`src/rtl/trsq8_intc.sv`:
```
// trsq8_intc: vectored interrupt controller for the TRSQ8 8-bit core.
// Collects up to eight rising-edge interrupt sources, masks them in software,
// picks the lowest-index enabled pending source and walks it through
// request -> acknowledge -> return-from-interrupt with the core.
//
// Ports:
//   clk        system clock, rising edge
//   reset_n    asynchronous active-low reset
//   src        interrupt source lines (rising edge requests service)
//   reg_we     register write strobe
//   reg_addr   register select: 0 PEND (W1C), 1 MASK, 2 STATUS (RO), 3 SWSET (W1S, reads 0)
//   reg_wdata  register write data
//   reg_rdata  register read data, combinational from reg_addr
//   irq        interrupt request to the core (1 while in REQ)
//   irq_vec    index of the source being requested or serviced
//   irq_ack    one-cycle pulse from the core when it vectors to the handler
//   irq_done   one-cycle pulse from the core on return-from-interrupt
module trsq8_intc #(
  parameter int unsigned NUM_SRC = 8
) (
  input  logic               clk,
  input  logic               reset_n,
  input  logic [NUM_SRC-1:0] src,
  input  logic               reg_we,
  input  logic [1:0]         reg_addr,
  input  logic [7:0]         reg_wdata,
  output logic [7:0]         reg_rdata,
  output logic               irq,
  output logic [2:0]         irq_vec,
  input  logic               irq_ack,
  input  logic               irq_done
);

  typedef enum logic [1:0] {StIdle, StReq, StService} state_e;

  state_e             r_state, w_state_d;
  logic [NUM_SRC-1:0] r_src_d;
  logic [NUM_SRC-1:0] r_pend, w_pend_d;
  logic [NUM_SRC-1:0] r_mask, w_mask_d;
  logic [2:0]         r_vec, w_vec_d;
  logic               r_irq, w_irq_d;

  logic [NUM_SRC-1:0] w_rise, w_clr, w_set, w_req;
  logic [7:0]         w_pend8, w_mask8, w_ack_clr8;
  logic [2:0]         w_win;

  // Zero-extended copies so a 3-bit vector index is always in range.
  assign w_pend8 = 8'(r_pend);
  assign w_mask8 = 8'(r_mask);

  assign w_rise = src & ~r_src_d;
  assign w_clr  = (reg_we && reg_addr == 2'd0) ? reg_wdata[NUM_SRC-1:0] : '0;
  assign w_set  = (reg_we && reg_addr == 2'd3) ? reg_wdata[NUM_SRC-1:0] : '0;
  assign w_req  = r_pend & r_mask;

  assign w_mask_d = (reg_we && reg_addr == 2'd1) ? reg_wdata[NUM_SRC-1:0] : r_mask;

  // Sets are ORed in last so a same-cycle edge/SWSET beats W1C or ack clear.
  assign w_pend_d = (r_pend & ~w_clr & ~w_ack_clr8[NUM_SRC-1:0]) | w_rise | w_set;

  // Lowest index wins: scan downward so the last hit is the lowest.
  always_comb begin
    w_win = 3'd0;
    for (int i = NUM_SRC - 1; i >= 0; i--) begin
      if (w_req[i]) w_win = 3'(i);
    end
  end

  always_comb begin
    w_state_d  = r_state;
    w_vec_d    = r_vec;
    w_ack_clr8 = 8'h00;
    case (r_state)
      StIdle: begin
        if (|w_req) begin
          w_vec_d   = w_win;
          w_state_d = StReq;
        end
      end
      StReq: begin
        // Software withdrew the request: give up before honouring an ack.
        if (!w_pend8[r_vec] || !w_mask8[r_vec]) begin
          w_state_d = StIdle;
        end else if (irq_ack) begin
          w_ack_clr8 = 8'h01 << r_vec;
          w_state_d  = StService;
        end
      end
      StService: begin
        if (irq_done) w_state_d = StIdle;
      end
      default: w_state_d = StIdle;
    endcase
  end

  assign w_irq_d = (w_state_d == StReq);

  always_ff @(posedge clk or negedge reset_n) begin
    if (!reset_n) begin
      r_state <= StIdle;
      r_src_d <= '1;
      r_pend  <= '0;
      r_mask  <= '0;
      r_vec   <= 3'd0;
      r_irq   <= 1'b0;
    end else begin
      r_state <= w_state_d;
      r_src_d <= src;
      r_pend  <= w_pend_d;
      r_mask  <= w_mask_d;
      r_vec   <= w_vec_d;
      r_irq   <= w_irq_d;
    end
  end

  always_comb begin
    reg_rdata = 8'h00;
    case (reg_addr)
      2'd0:    reg_rdata = w_pend8;
      2'd1:    reg_rdata = w_mask8;
      2'd2:    reg_rdata = {r_state == StService, r_state == StReq, 3'b000, r_vec};
      default: reg_rdata = 8'h00;
    endcase
  end

  assign irq     = r_irq;
  assign irq_vec = r_vec;

endmodule

```
`config.mk`:
```
export PLATFORM = sky130hd
export DESIGN_NAME = trsq8_intc
export DESIGN_NICKNAME = d
export VERILOG_FILES = /design/src/rtl/trsq8_intc.sv
export SDC_FILE = /design/constraint.sdc
export NUM_CORES = 1
export LEC_CHECK = 0
export BUFFER_PORTS_ARGS = -buffer_cell sky130_fd_sc_hd__buf_4
export CELL_PAD_IN_SITES_DETAIL_PLACEMENT = 1
export CELL_PAD_IN_SITES_GLOBAL_PLACEMENT = 2
export CORE_UTILIZATION = 36
export CTS_BUF_LIST = sky130_fd_sc_hd__clkbuf_2 sky130_fd_sc_hd__clkbuf_4 sky130_fd_sc_hd__clkbuf_8
export DETAILED_ROUTE_END_ITERATION = 16
export PLACE_DENSITY = 0.85
export SLEW_MARGIN = 30
export SYNTH_ARGS = -nofsm -noshare
export SYNTH_HDL_FRONTEND = slang
export SYNTH_SLANG_ARGS = --single-unit
```
`constraint.sdc`:
```
create_clock -name clk -period 1.6 [get_ports clk]
set_input_delay 0 -clock clk [delete_from_list [all_inputs] [get_ports clk]]
set_output_delay 0 -clock clk [all_outputs]
set_load 0.02 [all_outputs]
```
Word level (Yosys, flattened, before mapping). Index checks and enable logic that the tools add are counted.

Equal/unequal tests: 6. Reduce and logical (&&, ||, !) cells: 10. Mux-type cells: 23. Shift-type cells: 1. Magnitude comparators: 1. Bitwise operators: 9.

Operators with widths (count): 8-bit two-way mux (5); 8-bit bitwise AND (4); 3-bit two-way mux (8); 8-bit NOT (3); 8-bit one-hot mux with 3 select lines (1); 8-bit OR (2); 2-bit two-way mux (4); 8-bit OR reduction (1); 1-bit by 3-bit left shift with 8-bit output, first input constant (1); 1-bit binary-select mux with 3-bit select (2); 2-bit by 1-bit == test with 1-bit output, second input constant (3); 2-bit == test, second input constant (3); 2-bit one-hot mux with 3 select lines (1); 2-bit logical NOT (2); 3-bit by 4-bit less-than comparator with 1-bit output, second input constant (1); 1-bit logical AND (3); 1-bit logical NOT (2); 1-bit two-way mux (2); 2-bit AND reduction (1); 1-bit logical OR (1).

Input bits: 23. Flip-flop bits (word level): 30.

Longest topological paths before layout. Gate-level depths: netlist of run 1.

Word-level depth: 10. Mapped depth: 5. Mapped depth without buffers: 4.

Least setup slack after synthesis of run 1. OpenSTA, ideal clock, no wires.

Path kind: reg-to-reg. Start point: register r_vec[1] (netlist: irq_vec[1]). End point: register r_pend[6]. Library setup time: 126 ps. Setup slack: 62 ps. Data arrival time: 1412 ps. Clock period less this slack: 1538 ps. Required time: 1474 ps. Path buffers: 1. Cell stages (with the launch flop): 6. Cells stage by stage: dfrtp_1 buf_6 nand3b_4 a211oi_2 nand3_1 a221o_1.

Cells in the longest elaborated chain, start to end: 10. Elaborated cells on any way between the ends: 15. Classes of those cells: shift (1); mux (7); bitwise (4); reduce/logical (3).

Ends and longest elaborated chain: from (decl) (line 40) `logic [2:0] r_vec, w_vec_d;`; from (signal assigned) (line 111) `r_vec <= w_vec_d;`; 1-bit binary-select mux with 3-bit select (line 82) `if (!w_pend8[r_vec] || !w_mask8[r_vec]) begin`; 1-bit two-way mux (not written as such) (line 82); 1-bit logical NOT (line 82); 1-bit logical OR (line 82); 8-bit two-way mux * (line 82); 8-bit two-way mux * (line 73) `case (r_state)`; 8-bit NOT * (line 59) `assign w_pend_d = (r_pend & ~w_clr & ~w_ack_clr8[NUM_SRC-1:0]) | w_rise | w_set;`; 8-bit bitwise AND * (line 59); 8-bit OR * (2 in a row) (line 59); named net w_pend_d[6] (line 38) `logic [NUM_SRC-1:0] r_pend, w_pend_d;`; to (signal assigned) (line 109) `r_pend <= w_pend_d;`; to (decl) (line 38).

Mark *: on every way through the listed nets, which the timed path passes. The rest lies on a longest branch. The select of a mux whose other input is x is not followed. A chain may end at the register's enable or synchronous reset.

Final worst setup path of run 1.
Start point: register r_vec[1] (netlist: irq_vec[1]). End point: register r_pend[2].

The elaborated chain is that of the path after synthesis.

==> results.md, run 1 <==
| Metric | Value | Unit |
| --- | --- | --- |
| ANT cells | 0 | - |
| Drt first-iter violations | 76 | - |
| Net count of the finished layout | 235 | - |
| Max Buffers Root-to-Sink | 2 | - |
| Power share of the combinational group | 0.436 | - |
| Data arrival time of the critical path | 1.74 | ns |
| Critical Path Fanout Max | 8 | - |
| Largest family of logic cells by synthesized area | compound AO/OA/AOI/OAI gates | - |
| Total via count in the routed design | 1,494 | - |
| Number of sinks on the clock net | 30 | - |
| Adder-Cell Fraction of Synth Area | 0 | - |
| IO Count | 35 | - |
| Share of total power consumed by net switching | 0.380 | - |
| TritonCTS clock tree | yes | - |
| Final cycle utilization of the critical path | 0.975 | - |
| Proportion of synthesized flip-flops having asynchronous set or reset | 1.00 | - |
| Utilization after layout | 0.553 | - |
| Avg Cell Area, Syn | 11.3 | um2 |
| Seq cells post-synth | 30 | - |
| Clock Power Share | 0.199 | - |
| Wire length of the first global-routing pass | 8090 | um |
| Type of the worst setup path | flop to flop | - |
| Slew @ Worst Pin | 0.514 | ns |
| Mapped Area | 1610 | um2 |
| Commonest cells after routing, fill and taps aside | buf_4 (47), dfrtp_1 (20), dlygate4sd3_1 (19), nand2_1 (11), nand3_1 (9) | - |
| Die extent in x | 69.0 | um |
| Upper clock frequency limit | 0.641 | GHz |
| Final number of max-transition violations | 0 | - |
| Largest incremental delay on the critical path | 0.46 | ns |
| Number of nets in the synthesized netlist | 166 | - |
| Clk_skew | 0.00884 | ns |
| Lkg Pwr | 0.00101 | uW |
| PwrDens | 1410 | nW/um2 |
| Vias/cell | 5.68 | - |
| Effective utilization at floorplan | 0.389 | - |
| Count of flip-flops with a built-in enable after synthesis | 0 | - |
| Net switching power | 1230 | uW |
| Mean routed wirelength per cell | 19.0 | um |
| Xor/xnor cell area share of the yosys netlist | 0 | - |
| Number of hold violations in the final report | 0 | - |
| Post-synth cell types | 41 | - |
| Critical-path top delay cell | dfrtp_2 | - |
| Max-capacitance violation count | 0 | - |
| Synthesis Warnings | 0 | - |
| Register clock-pin slew on the reported worst setup and hold paths | 0.07 | ns |
| Worst IR Drop VDD | 0.605 | mV |
| Clock Tree Root | clkbuf_8 | - |
| Proportion of synthesized chip area in sequential cells | 0.471 | - |
| Area added between synthesis and finish | 42.1 | % |
| Post-Synth Simple-Gate Area | 0.167 | - |
| FILL cells | 463 | - |
| Post-synth top flop | dfrtp_1 | - |
| Core outline area | 4140 | um2 |
| Most frequent standard cell in the layout excluding fill and tap cells | buf_4 | - |
| Headroom to the max-slew limit | 0.656 | - |
| Crit path time final | 1.56 | ns |
| Count of mapped cells out of synthesis | 143 | - |
| Largest net degree at the start of global routing | 31 | - |
| GRT Resource Usage Total | 0.241 | - |
| Grt ovf | 0 | - |
| Via count of the first global-routing pass | 1,630 | - |
| H-tree Lvls | 2 | - |
| Row count | 23 | - |
| Setup tns final | 0 | ns |
| Input/output buffers | 34 | - |
| Unrepaired setup endpoints after global routing | true | - |
| Half-perimeter wire length of the detailed placement result | 3560 | um |
| Required time of the worst setup path | 1.78 | ns |
| Flop pwr share | 0.365 | - |
| Initial DRT Pass Iterations | 4 | - |
| Routability-driven placement congestion ratio | 0.864 | - |
| Die Area | 4760 | um2 |
| Worst min-delay path category | input port to flop | - |
| Endpoint class of the critical path | flop | - |
| Internal portion of total power | 2000 | uW |
| Share of the synthesized area in compound gates (AO/OA/AOI/OAI) | 0.212 | - |
| Clock buffer count from CTS | 5 | - |
| Share of final-layout standard cells stronger than drive strength 1 | 0.380 | - |
| Endpoints failing setup | 0 | - |
| Height of the die | 69.0 | um |
| Clock Latency Late Sink | 0.29 | ns |
| Outcome | finished clean | - |
| Multiplexer fraction of the synthesized cell area | 0.115 | - |
| Number of antenna-violating nets in the routed design | 0 | - |
| Post-route DRC violation count | 0 | - |
| Cell breakdown of the critical path | nand3b_1 -> a211oi_2 -> buf_4 -> nand3_1 -> a221o_1 | - |
| Antenna violations before repair | 0 | - |
| Nature of the critical path startpoint | flop | - |
| Total wire length | 4990 | um |
-- per-layer routing --
layer,GRT usage,vias to the layer above,part of all wire,routed length [um]
met4,0.0944,0,0.020,100
li1,-,680,-,-
met2,0.410,43,0.51,2550
met5,0,-,0,0
met1,0.298,761,0.43,2150
met3,0.0477,10,0.038,190
-- stage by stage --
stage / instances / setup slack (ns) / cell area, um2 / hold slack, ns / power (uW)
6_report: 263 / 0.0400 / 2290 / 0.166 / 3230
3_5_place_dp: 234 / -0.0190 / 1990 / -0.0426 / 2490
2_1_floorplan: 143 / 0.0620 / 1610 / -0.296 / 1920
5_1_grt: 263 / -0.0257 / 2290 / 0.210 / 3400
3_3_place_gp: 234 / 0.0813 / 1990 / -0.0522 / 2440
4_1_cts: 261 / 0.000228 / 2280 / 0.176 / 3200
-- cell families after synthesis --
group,count (synthesis)
and+or+nand+nor,45
AOI/OAI and AO/OA,39
DFF,30
muxes,17
buffers and inverters,12
-- sequential cells by signal, summed over array words and instances, names as in the netlist --
signal,count
irq_vec,3
irq,1
r_mask,8
r_pend,8
r_src_d,8
r_state,2
-- cell usage after synthesis, types with 2 or more instances --
master / n / area share
nand3b_1: 4 / 0.019
o211ai_1: 2 / 0.0093
a221o_1: 6 / 0.037
inv_1: 8 / 0.019
mux2i_1: 8 / 0.050
o41ai_1: 2 / 0.011
mux2_2: 8 / 0.056
nor2_1: 5 / 0.012
o22ai_1: 4 / 0.016
a211oi_2: 2 / 0.016
a21oi_1: 4 / 0.012
dfrtp_1: 22 / 0.34
nand4_1: 2 / 0.0078
a21boi_0: 4 / 0.019
dfstp_2: 8 / 0.13
a221oi_1: 2 / 0.011
nand2_1: 11 / 0.026
a22oi_1: 2 / 0.0093
and3_1: 2 / 0.0078
nand3_1: 9 / 0.028
nor2b_1: 8 / 0.031
-- what timing repair did --
action,in CTS,in global routing
pin swaps,1,2
hold buffers,19,0
gates resized for setup,1,2
setup endpoints to repair,2,3
setup buffers,0,2
gates cloned,0,0
hold endpoints to repair,57,0
-- cell type report --
cell class,instances,area [um2],area share
Multi-Input combinational cell,101,803,0.350
Sequential cell,30,763,0.333
Clock buffer,8,91.3,0.0398
Timing Repair Buffer,66,543,0.237
Inverter,8,30.0,0.0131
Tap cell,50,62.6,0.0273
-- power by group through the flow --
stage	sequential [uW]	clock, uW	combinational (uW)
2_1_floorplan	1170	0	747
3_3_place_gp	1160	0	1280
3_5_place_dp	1180	0	1320
4_1_cts	1170	652	1380
5_1_grt	1210	690	1510
6_report	1180	643	1410
-- worst paths after layout --
path | from | cells after the start | end | slack (ns)
setup / recovery | irq_vec[1]$_DFFE_PN0P_ | 5 | r_pend[2]$_DFF_PN0_ | 0.04
hold / removal | reg_addr[0] | 5 | r_pend[7]$_DFF_PN0_ | 0.17
setup reg to reg | irq_vec[1]$_DFFE_PN0P_ | 5 | r_pend[2]$_DFF_PN0_ | 0.04
hold reg to reg | r_src_d[4]$_DFF_PN1_ | 2 | r_pend[4]$_DFF_PN0_ | 0.57
max in group asynchronous | reset_n | 2 | r_src_d[3]$_DFF_PN1_ | 1.10
min in group asynchronous | reset_n | 2 | r_state[0]$_DFF_PN0_ | 0.18
-- worst max-delay path, delay by kind of cell, from the launching register on --
kind	cells	cell delay, ns
buffers and inverters	1	0.15
DFF	1	0.46
AOI/OAI and AO/OA	2	0.56
and+or+nand+nor	2	0.27
(Power assumes the default switching activity.)
==> run 2, diff against run 1 <==
Settings changed: CORE_UTILIZATION 36 to 30, PLACE_DENSITY 0.85 to 0.73.
==> results.md, run 2 (synthesis results as in run 1) <==
| Metric | Value | Unit | Delta |
| --- | --- | --- | --- |
| Outcome | complete, but fails checks | - |  |
| Violations in the final reports | setup timing | - |  |
| Type of the worst setup path | flop to flop | - |  |
| Flop pwr share | 0.333 | - | -0.032 |
| Internal portion of total power | 2170 | uW | +8.3% |
| Power share of the combinational group | 0.456 | - | +0.020 |
| Worst IR Drop VDD | 0.570 | mV | -5.7% |
| Mean routed wirelength per cell | 16.8 | um | -12% |
| Row count | 26 | - | +13% |
| FILL cells | 599 | - | +29% |
| Area added between synthesis and finish | 47.8 | % |  |
| Net count of the finished layout | 241 | - | +2.6% |
| Clock buffer count from CTS | 5 | - | unchanged |
| Depth of the most critical reg-to-reg path | 6 | - | +1 |
| Share of final-layout standard cells stronger than drive strength 1 | 0.406 | - | +0.0261 |
| Worst Slack Setup Final | -0.0378 | ns | -0.0778 ns |
| Drt first-iter violations | 40 | - | -47% |
| Number of antenna-violating nets in the routed design | 0 | - | unchanged |
| Nature of the critical path startpoint | flop | - |  |
| Total wire length | 4850 | um | -2.8% |
| Worst Hold Slack | 0.179 | ns | +0.0128 ns |
| IO Count | 35 | - | unchanged |
| Die Area | 5680 | um2 | +19% |
| Number of hold violations in the final report | 0 | - | unchanged |
| Endpoints failing setup | 3 | - | +3 |
| Die extent in x | 75.4 | um | +9.3% |
| Upper clock frequency limit | 0.611 | GHz | -4.8% |
| Height of the die | 75.4 | um | +9.3% |
| Clock Latency Late Sink | 0.28 | ns | about the same |
| Endpoint class of the critical path | flop | - |  |
| Register clock-pin slew on the reported worst setup and hold paths | 0.07 | ns | about the same |
| Share of total power consumed by net switching | 0.370 | - | -0.0103 |
| Antenna violations before repair | 0 | - | unchanged |
| Number of sinks on the clock net | 30 | - | unchanged |
| Vias/cell | 5.12 | - | -9.9% |
| Half-perimeter wire length of the detailed placement result | 3500 | um | -1.6% |
| Critical Path Fanout Max | 5 | - | -3 |
| Core outline area | 5140 | um2 | +24% |
| Post-route DRC violation count | 0 | - | unchanged |
| Required time of the worst setup path | 1.77 | ns | about the same |
| Headroom to the max-slew limit | 0.630 | - | -0.0263 |
| Initial DRT Pass Iterations | 4 | - | unchanged |
| Cell breakdown of the critical path | buf_4 -> nand3b_4 -> a211oi_2 -> a311oi_1 -> buf_4 -> o41ai_1 | - |  |
| Worst-case setup slack after placement | -0.0443 | ns | -0.0252 ns |
| Critical path's most frequent cell | buf_4 | - |  |
| TritonCTS clock tree | yes | - |  |
| Worst min-delay path category | input port to async pin | - |  |
| Top Registers | r_mask x8, r_pend x8, r_src_d x8 | - |  |
| Final number of max-transition violations | 0 | - | unchanged |
| Grt ovf | 0 | - | unchanged |
| PwrDens | 1440 | nW/um2 | +2.4% |
| Lkg Pwr | 0.00105 | uW | +4.0% |
| Flip-flop and latch area | 762 | um2 | -0.16% |
| Commonest cells after routing, fill and taps aside | buf_4 (52), dfrtp_1 (21), dlygate4sd3_1 (19), nand2_1 (11) | - |  |
| Input/output buffers | 34 | - | unchanged |
| Routability-driven placement congestion ratio | 0.832 | - | -3.8% |
| Effective utilization at floorplan | 0.314 | - | -0.0755 |
| Via count of the first global-routing pass | 1,582 | - | -2.9% |
| Slew @ Worst Pin | 0.553 | ns | +0.0393 ns |
| Clk_skew | 0.00476 | ns | -0.00408 ns |
| Total via count in the routed design | 1,479 | - | -1.0% |
| Data arrival time of the critical path | 1.81 | ns | +0.07 ns |
| Max Buffers Root-to-Sink | 2 | - | unchanged |
| Unrepaired setup endpoints after global routing | true | - |  |
| Crit path time final | 1.64 | ns | +0.0778 ns |
| Max-capacitance violation count | 0 | - | unchanged |
| Clock Tree Root | clkbuf_8 | - |  |
| Combined area of the multi-input logic cells | 811 | um2 | +0.93% |
| Most frequent standard cell in the layout excluding fill and tap cells | buf_4 | - |  |
| ANT cells | 0 | - | unchanged |
| Critical-path top delay cell | dfrtp_2 | - |  |
| Wire length of the first global-routing pass | 7830 | um | -3.2% |
| Largest net degree at the start of global routing | 31 | - | unchanged |
| GRT Resource Usage Total | 0.190 | - | -0.0517 |
| Largest incremental delay on the critical path | 0.44 | ns | -0.02 ns |
| Net switching power | 1270 | uW | +3.6% |
| Final cycle utilization of the critical path | 1.02 | - | +0.0487 |
| Clock Power Share | 0.211 | - | +0.012 |
| H-tree Lvls | 2 | - | unchanged |
run 2: cell count changes in the layout (fill, tap and decap cells not counted):
cell      before  now
a211oi_4       1    0
dfrtp_1       20   21
o41ai_1        2    1
nor2_1         5    4
nor2_2         0    1
a211oi_2       1    2
clkbuf_8       5    8
buf_2          0    1
buf_4         47   52
o41ai_2        0    1
nand3_1        9    8
dfrtp_2        2    1
clkbuf_4       3    0
nand3_2        0    1
run 2: stage by stage:
| step | TNS (ns) | area [um2] | utilization | std cells | total power, uW |
|---|---|---|---|---|---|
| 3_3_place_gp | 0 | 2040 | 0.397 | 258 | 2540 |
| 2_1_floorplan | 0 | 1610 | - | 143 | 1920 |
| 5_1_grt | -0.409 | 2390 | 0.464 | 289 | 3660 |
| 3_5_place_dp | -0.0443 | 2040 | 0.397 | 258 | 2580 |
| 6_report | -0.0528 | 2390 | 0.464 | 289 | 3440 |
| 4_1_cts | 0 | 2340 | 0.456 | 285 | 3360 |
run 2: layer usage:
layer  up-vias  part of all wire  track usage
met1       740              0.47        0.249
li1        696                 -            -
met5         -                 0            0
met2        38              0.49        0.322
met3         5             0.035       0.0397
met4         0            0.0072       0.0432
run 2: path summary, 6_finish.rpt:
path	from	end	slack [ns]
worst max-delay path	irq_vec[1]$_DFFE_PN0P_	irq$_DFF_PN0_	-0.04
worst min-delay path	reset_n	irq_vec[1]$_DFFE_PN0P_	0.18
worst max register to register	irq_vec[1]$_DFFE_PN0P_	irq$_DFF_PN0_	-0.04
worst min register to register	r_src_d[0]$_DFF_PN1_	r_pend[0]$_DFF_PN0_	0.57
max in group asynchronous	reset_n	r_src_d[0]$_DFF_PN1_	1.10
min in group clk	reg_addr[1]	r_pend[3]$_DFF_PN0_	0.36
run 2: final cells by class:
cell class                      count  area share
Sequential cell                    30       0.319
Tap cell                           70      0.0367
Clock buffer                        8      0.0461
Timing Repair Buffer               72       0.245
Multi-Input combinational cell    101       0.340
Inverter                            8      0.0126
run 2: power groups by stage:
stage               logic [uW]  registers (uW)  clock network, uW
finish                    1570            1150                725
global route              1710            1170                776
CTS                       1460            1160                746
detailed placement        1420            1170                  0
global placement          1390            1160                  0
floorplan                  747            1170                  0
run 2: critical path, delay by kind of cell, from the launching register on:
kind	cells	cell delay, ns
AO/OA/AOI/OAI	3	0.61
flip-flops	1	0.44
buffers and inverters	2	0.33
AND/OR/NAND/NOR	1	0.14
run 2: repair_timing:
action                                  4_1_cts  5_1_grt
buffers inserted                              0        4
endpoints found under the setup margin        1        8
gates resized for setup                       1        4
hold buffers                                 19        0
endpoints found under the hold margin        57        0
pin swaps                                     1        5
==> run 3, diff against run 2 <==
Settings changed: GPL_TIMING_DRIVEN set to 0.
==> results.md, run 3 (synthesis results as in run 1) <==
| Metric | Value | Unit | Delta |
| --- | --- | --- | --- |
| Cell family contributing the most delay on the critical path | compound AO/OA/AOI/OAI gates | - |  |
| Type of the worst setup path | flop to flop | - |  |
| Worst IR Drop VDD | 0.481 | mV | -16% |
| Number of buffers and inverters on the critical path | 2 | - | unchanged |
| Core outline area | 5140 | um2 | unchanged |
| Half-perimeter wire length of the detailed placement result | 3230 | um | -7.8% |
| Largest net degree at the start of global routing | 31 | - | unchanged |
| Share of total power consumed by net switching | 0.383 | - | +0.0139 |
| ANT cells | 0 | - | unchanged |
| Die extent in x | 75.4 | um | unchanged |
| Grt ovf | 0 | - | unchanged |
| Net count of the finished layout | 235 | - | -2.5% |
| Max Buffers Root-to-Sink | 2 | - | unchanged |
| Total wire length | 4690 | um | -3.3% |
| Crit path time final | 1.58 | ns | -0.0614 ns |
| Largest incremental delay on the critical path | 0.40 | ns | -0.04 ns |
| Die Area | 5680 | um2 | unchanged |
| Total via count in the routed design | 1,465 | - | -0.95% |
| Endpoint class of the critical path | flop | - |  |
| PwrDens | 1400 | nW/um2 | -2.8% |
| Endpoints failing setup | 0 | - | -3 |
| Antenna violations before repair | 0 | - | unchanged |
| Register clock-pin slew on the reported worst setup and hold paths | 0.07 | ns | about the same |
| Clock Tree Root | clkbuf_8 | - |  |
| Lkg Pwr | 0.00101 | uW | -3.7% |
| Share of final-layout standard cells stronger than drive strength 1 | 0.390 | - | -0.0167 |
| Internal portion of total power | 2020 | uW | -6.6% |
| Routability-driven placement congestion ratio | 0.836 | - | +0.46% |
| Critical-path top delay cell | dfrtp_1 | - |  |
| Data arrival time of the critical path | 1.75 | ns | -0.06 ns |
| Clock Latency Late Sink | 0.29 | ns | about the same |
| Mean routed wirelength per cell | 16.6 | um | -1.2% |
| Input/output buffers | 34 | - | unchanged |
| H-tree Lvls | 2 | - | unchanged |
| Slack of the worst reg-to-reg path | 0.02 | ns | +0.06 ns |
| Drt first-iter violations | 44 | - | +10% |
| Final standard cell count with taps included and fillers excluded | 283 | - | -2.1% |
| Number of sinks on the clock net | 30 | - | unchanged |
| Worst min-delay path category | input port to flop | - |  |
| Effective utilization at floorplan | 0.314 | - | unchanged |
| Cell breakdown of the critical path | buf_6 -> nand3b_4 -> a211oi_4 -> buf_6 -> a311oi_2 -> o41ai_1 | - |  |
| Nature of the critical path startpoint | flop | - |  |
| IO Count | 35 | - | unchanged |
| Vias/cell | 5.18 | - | +1.2% |
| Post-route DRC violation count | 0 | - | unchanged |
| Area added between synthesis and finish | 45.2 | % |  |
| Required time of the worst setup path | 1.77 | ns | about the same |
| Clock buffer count from CTS | 5 | - | unchanged |
| GRT Resource Usage Total | 0.182 | - | -0.00780 |
| Initial DRT Pass Iterations | 4 | - | unchanged |
| Height of the die | 75.4 | um | unchanged |
| Row count | 26 | - | unchanged |
| Commonest cells after routing, fill and taps aside | buf_4 (43), dfrtp_1 (20), dlygate4sd3_1 (19), nand2_1 (11), nand3_1 (9) | - |  |
| Clk_skew | 0.00505 | ns | +0.000286 ns |
| TritonCTS clock tree | yes | - |  |
| Total placed cells including tap cells | 247 | - | -4.3% |
| Number of hold violations in the final report | 0 | - | unchanged |
| Upper clock frequency limit | 0.634 | GHz | +3.9% |
| Top Registers | r_mask x8, r_pend x8, r_src_d x8 | - |  |
| Critical path's most frequent cell | buf_6 | - |  |
| Slew @ Worst Pin | 0.637 | ns | +0.0834 ns |
| Max-capacitance violation count | 0 | - | unchanged |
| Wire length of the first global-routing pass | 7460 | um | -4.8% |
| Power share of the combinational group | 0.441 | - | -0.015 |
| Via count of the first global-routing pass | 1,450 | - | -8.3% |
| Unrepaired setup endpoints after global routing | true | - |  |
| Total power consumption of the routed design | 3280 | uW | -4.5% |
| Most frequent standard cell in the layout excluding fill and tap cells | buf_4 | - |  |
| Headroom to the max-slew limit | 0.574 | - | -0.0564 |
| Critical Path Fanout Max | 8 | - | +3 |
| Final cycle utilization of the critical path | 0.985 | - | -0.0384 |
| Number of antenna-violating nets in the routed design | 0 | - | unchanged |
| Clock Power Share | 0.198 | - | -0.013 |
| Net switching power | 1260 | uW | -0.92% |
| Setup tns final | 0 | ns | +0.0528 ns |
| Final number of max-transition violations | 0 | - | unchanged |
| Flop pwr share | 0.361 | - | +0.028 |
| Outcome | finished clean | - |  |
-- run 3: timing repair --
item | CTS | global route
hold buffers | 19 | 0
setup endpoints to repair | 7 | 7
gates resized for setup | 4 | 4
pin swaps | 2 | 6
hold endpoints to repair | 57 | 0
buffers inserted | 0 | 9
-- run 3: path summary, 6_finish.rpt --
| kind | cells past startpoint | from | end |
|---|---|---|---|
| min in group asynchronous | 2 | reset_n | r_mask[6]$_DFFE_PN0P_ |
| max | 6 | irq_vec[1]$_DFFE_PN0P_ | irq$_DFF_PN0_ |
| min | 5 | reg_addr[1] | r_pend[3]$_DFF_PN0_ |
| max reg2reg | 6 | irq_vec[1]$_DFFE_PN0P_ | irq$_DFF_PN0_ |
| min reg2reg | 2 | r_src_d[4]$_DFF_PN1_ | r_pend[4]$_DFF_PN0_ |
| max in group asynchronous | 2 | reset_n | r_src_d[3]$_DFF_PN1_ |
-- run 3: metal layers --
metal  GRT usage  share of wire
met3      0.0397          0.047
met5           0              0
met2       0.284           0.48
met1       0.251           0.45
met4      0.0617          0.015
-- run 3: through the flow --
stage / cell area, um2 / worst slack [ns] / hold slack (ns) / utilization
after floorplan: 1610 / 0.0620 / -0.296 / -
after global placement: 1960 / -0.0223 / -0.0521 / 0.381
after detailed placement: 1960 / -0.0538 / -0.0395 / 0.381
after CTS: 2260 / -0.00718 / 0.135 / 0.440
after global routing: 2340 / -0.0258 / 0.176 / 0.456
final: 2340 / 0.0236 / 0.144 / 0.456
-- run 3: worst reg2reg max path, stage by stage (launching register included) --
cell and delay (ns):
dfrtp_1 0.40, buf_6 0.15, nand3b_4 0.16, a211oi_4 0.26, buf_6 0.14, a311oi_2 0.05, o41ai_1 0.30
-- run 3: final cells by class --
cell class,instances,area (um2)
buffer,4,27.5
clock buffer,7,90.1
clock inverter,1,5.00
fill,605,2800
inverter,8,30.0
multi-input combinational,101,823
sequential,30,763
tap,70,87.6
timing repair buffer,62,517
-- run 3: power groups by stage --
stage	clock network, uW	registers, uW	logic, uW
final	652	1190	1450
after floorplan	0	1170	747
after detailed placement	0	1190	1180
after global routing	697	1210	1570
after CTS	679	1180	1260
after global placement	0	1180	1160
